## config.mk

```make
export PLATFORM = sky130hd
export DESIGN_NAME = ysyx_23060191_gpr_dump
export DESIGN_NICKNAME = d
export VERILOG_FILES = /design/src/rtl/ysyx_23060191_gpr_dump_pkg.sv /design/src/rtl/ysyx_23060191_gpr_dump.sv
export SDC_FILE = /design/constraint.sdc
export NUM_CORES = 1
export LEC_CHECK = 0
export CELL_PAD_IN_SITES_DETAIL_PLACEMENT = 0
export CELL_PAD_IN_SITES_GLOBAL_PLACEMENT = 2
export CORE_AREA = 3 3 88 90
export CTS_CLUSTER_SIZE = 16
export DETAILED_ROUTE_END_ITERATION = 12
export DIE_AREA = 0 0 91 93
export GPL_TIMING_DRIVEN = 0
export PLACE_DENSITY_LB_ADDON = 0.1
export SETUP_SLACK_MARGIN = 0.15
export SLEW_MARGIN = 20
export SYNTH_ARGS = -nofsm -noshare
export SYNTH_HDL_FRONTEND = slang
export SYNTH_SLANG_ARGS = --single-unit
```

## constraint.sdc

```tcl
create_clock -name clk -period 2.3 [get_ports clk]
set_clock_uncertainty 0.15 [all_clocks]
set_input_delay 0.23 -clock clk [delete_from_list [all_inputs] [get_ports clk]]
set_output_delay 0.23 -clock clk [all_outputs]
set_load 0.05 [all_outputs]
```

## src/rtl/ysyx_23060191_gpr_dump_pkg.sv

```systemverilog
// Shared definitions for the GPR dump engine: datapath width, register count
// and the dump FSM state encoding.
package ysyx_23060191_gpr_dump_pkg;

  localparam int CPU_WIDTH = 32;
  localparam int GD_NREG   = 32;

  typedef enum logic [1:0] {
    GD_IDLE  = 2'd0,
    GD_FETCH = 2'd1,
    GD_SEND  = 2'd2,
    GD_DONE  = 2'd3
  } gd_state_e;

endpackage

```

## src/rtl/ysyx_23060191_gpr_dump.sv

```systemverilog
// Walks the GPR read port x0..x31 on a start pulse and streams each value,
// tagged with its index and a last flag, over a valid/ready handshake.
module ysyx_23060191_gpr_dump
  import ysyx_23060191_gpr_dump_pkg::*;
#(
  parameter int NREG   = GD_NREG,
  parameter int DATA_W = CPU_WIDTH
) (
  input  logic              clk,
  input  logic              rst_n,
  input  logic              start,
  output logic              busy,
  output logic              done,
  output logic [4:0]        gpr_raddr,
  input  logic [DATA_W-1:0] gpr_rdata,
  output logic              out_valid,
  input  logic              out_ready,
  output logic [DATA_W-1:0] out_data,
  output logic [4:0]        out_idx,
  output logic              out_last
);

  localparam logic [4:0] LAST_IDX = 5'(NREG - 1);

  gd_state_e         state_q;
  logic [4:0]        idx_q;
  logic              out_valid_q;
  logic [DATA_W-1:0] out_data_q;
  logic [4:0]        out_idx_q;
  logic              out_last_q;
  logic              hs;

  assign hs = out_valid_q && out_ready;

  always_ff @(posedge clk or negedge rst_n) begin
    if (!rst_n) begin
      state_q     <= GD_IDLE;
      idx_q       <= 5'd0;
      out_valid_q <= 1'b0;
      out_data_q  <= '0;
      out_idx_q   <= 5'd0;
      out_last_q  <= 1'b0;
    end else begin
      unique case (state_q)
        GD_IDLE: begin
          if (start) begin
            state_q <= GD_FETCH;
            idx_q   <= 5'd0;
          end
        end
        // The GPR answers combinationally, so the value is captured here.
        GD_FETCH: begin
          out_data_q  <= gpr_rdata;
          out_idx_q   <= idx_q;
          out_last_q  <= (idx_q == LAST_IDX);
          out_valid_q <= 1'b1;
          state_q     <= GD_SEND;
        end
        GD_SEND: begin
          if (hs) begin
            out_valid_q <= 1'b0;
            if (idx_q == LAST_IDX) begin
              state_q <= GD_DONE;
            end else begin
              idx_q   <= idx_q + 5'd1;
              state_q <= GD_FETCH;
            end
          end
        end
        GD_DONE: begin
          state_q <= GD_IDLE;
          idx_q   <= 5'd0;
        end
        default: state_q <= GD_IDLE;
      endcase
    end
  end

  assign busy      = (state_q != GD_IDLE);
  assign done      = (state_q == GD_DONE);
  assign gpr_raddr = idx_q;
  assign out_valid = out_valid_q;
  assign out_data  = out_data_q;
  assign out_idx   = out_idx_q;
  assign out_last  = out_last_q;

endmodule

```

==> results.py <==
metrics = {
    "outcome": {
        "status": "completed",
    },
    "placement": {
        "place_inst": 306,
        "routabilityCongestion": 0.6885,
        "port_buffers": 81,
        "dp_hpwl_um": 3386,
        "dpl_cell_area_um2": 2810,
    },
    "clock_network": {
        "clk_latency_ps": 280,
        "cts_tree": "built",
        "cts_sinks": 46,
        "clk_pin_slew_ps": 80,
        "htree_levels": 2,
        "cts.path.max_buffers": 2,
        "cts_buffers": 5,
        "cts-root-buf": "clkbuf_8",
    },
    "grt": {
        "grt_max_degree": 25,
        "grt_pass1_wl_um": 7286,
        "grt_usage_pct": 10.83,
        "grt-ovfl-total": 0,
        "antenna_found_initial": 0,
        "grt_pass1_vias": 1452,
    },
    "timing": {
        "max_freq_mhz": 480.5,
        "fin_crit_ps": 2081,
        "slew_headroom_pct": 60.17,
        "drv_slew": 0,
        "worst_slew_pin_slew_ps": 597.4,
        "finalHoldViolations": 0,
        "final-setup-viol-count": 0,
        "final.period_utilization_pct": 90.48,
        "rsz0062_at_grt": "false",
    },
    "floorplan": {
        "die_area_um2": 8463,
        "initial_core_util_pct": 25.65,
        "die_height_um": 93,
        "rows": 31,
        "die_w_um": 91,
        "num_io_pins": 82,
        "fp.coreArea_um2": 7137,
    },
    "drt": {
        "drc": 0,
        "ant_nets": 0,
        "routedWlPerCell_um": 13.96,
        "firstDrtPassIters": 4,
        "dr_total_vias": 1334,
        "routed_wl_um": 4467,
        "vias_per_cell": 4.169,
        "drtIter0Drc": 8,
    },
    "synthesis": {
        "synth_top_family_by_area": "multiplexers",
        "avgSynthCellArea_um2": 14.64,
        "synth_nets": 163,
        "synth-compound-area-share_pct": 3.281,
        "yosysWarnings": 0,
        "syn-cell-area_um2": 1831,
        "synthCells": 125,
        "yosysSeqAreaShare_pct": 62.88,
        "synth.area.mux_share_pct": 23.38,
        "synthSimpleGateAreaFrac_pct": 7.519,
        "synthAdderAreaFrac_pct": 1.367,
        "synth_xor_area_share_pct": 0,
        "ys_ff_latch": 46,
        "ys_types": 24,
    },
    "setup_path": {
        "reg2reg_to": "gpr_raddr[3]",
        "critPathMaxFanout": 5,
        "arrival_ps": 2150,
        "end_kind": "flip-flop",
        "critPathLaunchType": "flip-flop",
        "required_ps": 2370,
        "ff2ff_path_depth": 7,
        "path_class": "flip-flop to flip-flop",
        "regToRegSetupSlack_ps": 220,
        "rr_startpoint": "gpr_raddr[0]",
    },
    "layout": {
        "drive_gt1_share_pct": 27.15,
        "nNetsFinal": 258,
        "final_common_cell": "clkdlybuf4s50_1",
        "stdcell_area_um2": 3015,
        "layout_common_cells": "clkdlybuf4s50_1 (78), dfrtp_1 (44), mux2_2 (29)",
        "diodes": 0,
        "area_growth_pct": 64.73,
        "fin_cells": 320,
    },
    "hold_path": {
        "hold_class": "primary input to asynchronous set/reset pin",
    },
    "pwr": {
        "ir_worst_vdd_v": 0.0006918,
        "p_per_area_nw_per_um2": 1642,
        "power_leakage_nw": 1.259,
    },
    "job": {
        "drv_cap": 0,
    },
}
==> area by class of cell <==
| type | count | area (um2) |
|---|---|---|
| multi-input cells | 74 | 688.2 |
| inverters | 1 | 3.754 |
| well taps | 99 | 123.9 |
| clock buffers | 6 | 82.58 |
| clock inverters | 2 | 60.06 |
| plain buffers | 4 | 25.02 |
| fillers | 681 | 4121 |
| flip-flops and latches | 46 | 1154 |
| repair buffers | 88 | 878.3 |
==> where the power goes <==
part	internal (mW)	leakage (nW)	switching [mW]
combinational	1.10	0.625	1.73
sequential	1.16	0.563	0.228
clock	0.463	0.0714	0.266
==> flip-flops by register name (all words and copies together) (netlist names) <==
register	count
out_data	32
gpr_raddr	5
out_last	1
state_q	2
out_idx	5
out_valid	1
==> kinds of logic (layout without fill, tap and decap cells) <==
kind of cell / after synthesis / in the layout
compound gates: 10 / 10
fa+ha+maj: 2 / 2
simple gates: 24 / 24
buf+inv: 5 / 101
mux: 38 / 38
flops: 46 / 46
==> per-layer routing <==
metal  vias to the layer above  global-route usage [%]  part of all wire (%)  routed length (um)
met5                         -                       0                     0                   0
met4                         0                   3.015                  0.56                  25
met3                         2                   4.586                   7.7                 343
met2                        43                   18.33                    51                2300
met1                       665                   12.58                    40                1798
li1                        624                       -                     -                   -
==> worst max-delay path by stage <==
stage / start / to / depth (start not counted)
after floorplan: gpr_raddr[1] / gpr_raddr[3] / 7
after global placement: rst_n / gpr_raddr[1] / 1
after detailed placement: gpr_raddr[0] / gpr_raddr[3] / 7
after CTS: gpr_raddr[1] / gpr_raddr[3] / 7
after global routing: gpr_raddr[0] / gpr_raddr[3] / 7
final: gpr_raddr[0] / gpr_raddr[3] / 7
==> synth_stat cells <==
cell type	count	share of area [%]
buf_2	2	0.55
nand2_1	7	1.4
or2_2	1	0.34
o21ai_0	6	1.6
nand3_1	5	1.4
a21oi_1	2	0.55
ha_1	2	1.4
and2b_4	1	0.55
inv_1	1	0.20
and2_2	1	0.41
and2b_1	1	0.41
o21bai_1	1	0.41
nand2b_2	1	0.48
or4_1	1	0.41
nor2b_2	1	0.48
mux2_2	29	18
buf_4	2	0.82
and3b_2	1	0.55
o22ai_2	1	0.68
nor2_1	2	0.41
nand2b_1	1	0.34
mux2_1	9	5.5
and3_1	1	0.34
dfrtp_1	46	63
==> per-stage QoR <==
step / worst slack (ps) / setup TNS [ps] / utilization [%] / power [mW] / hold WS (ps)
6_report: 219.0 / 0 / 42.25 / 4.951 / 341.9
5_1_grt: 137.8 / 0 / 42.25 / 5.206 / 364.4
4_1_cts: 183.1 / 0 / 41.48 / 4.961 / 349.1
3_5_place_dp: 203.2 / 0 / 39.38 / 4.220 / 120.4
3_3_place_gp: -591.7 / -19770 / 39.06 / 4.162 / 322.2
2_1_floorplan: 203.0 / 0 / - / 3.242 / -215.6
==> critical path, stage by stage, from the launching register on <==
cell and delay [ps]:
dfrtp_2 460, ha_4 180, and3_4 150, ha_4 150, and3b_2 280, o22ai_4 100
or4_1 470, nand3_1 80
==> repair_timing <==
item                                    4_1_cts  5_1_grt
pin swaps                                     0        4
endpoints found under the setup margin        2        1
gates resized for setup                       2        3
buffers inserted                              0        5
hold buffers                                  1        0
hold endpoints to repair                     23        0
Power figures use the tool's default switching activity.
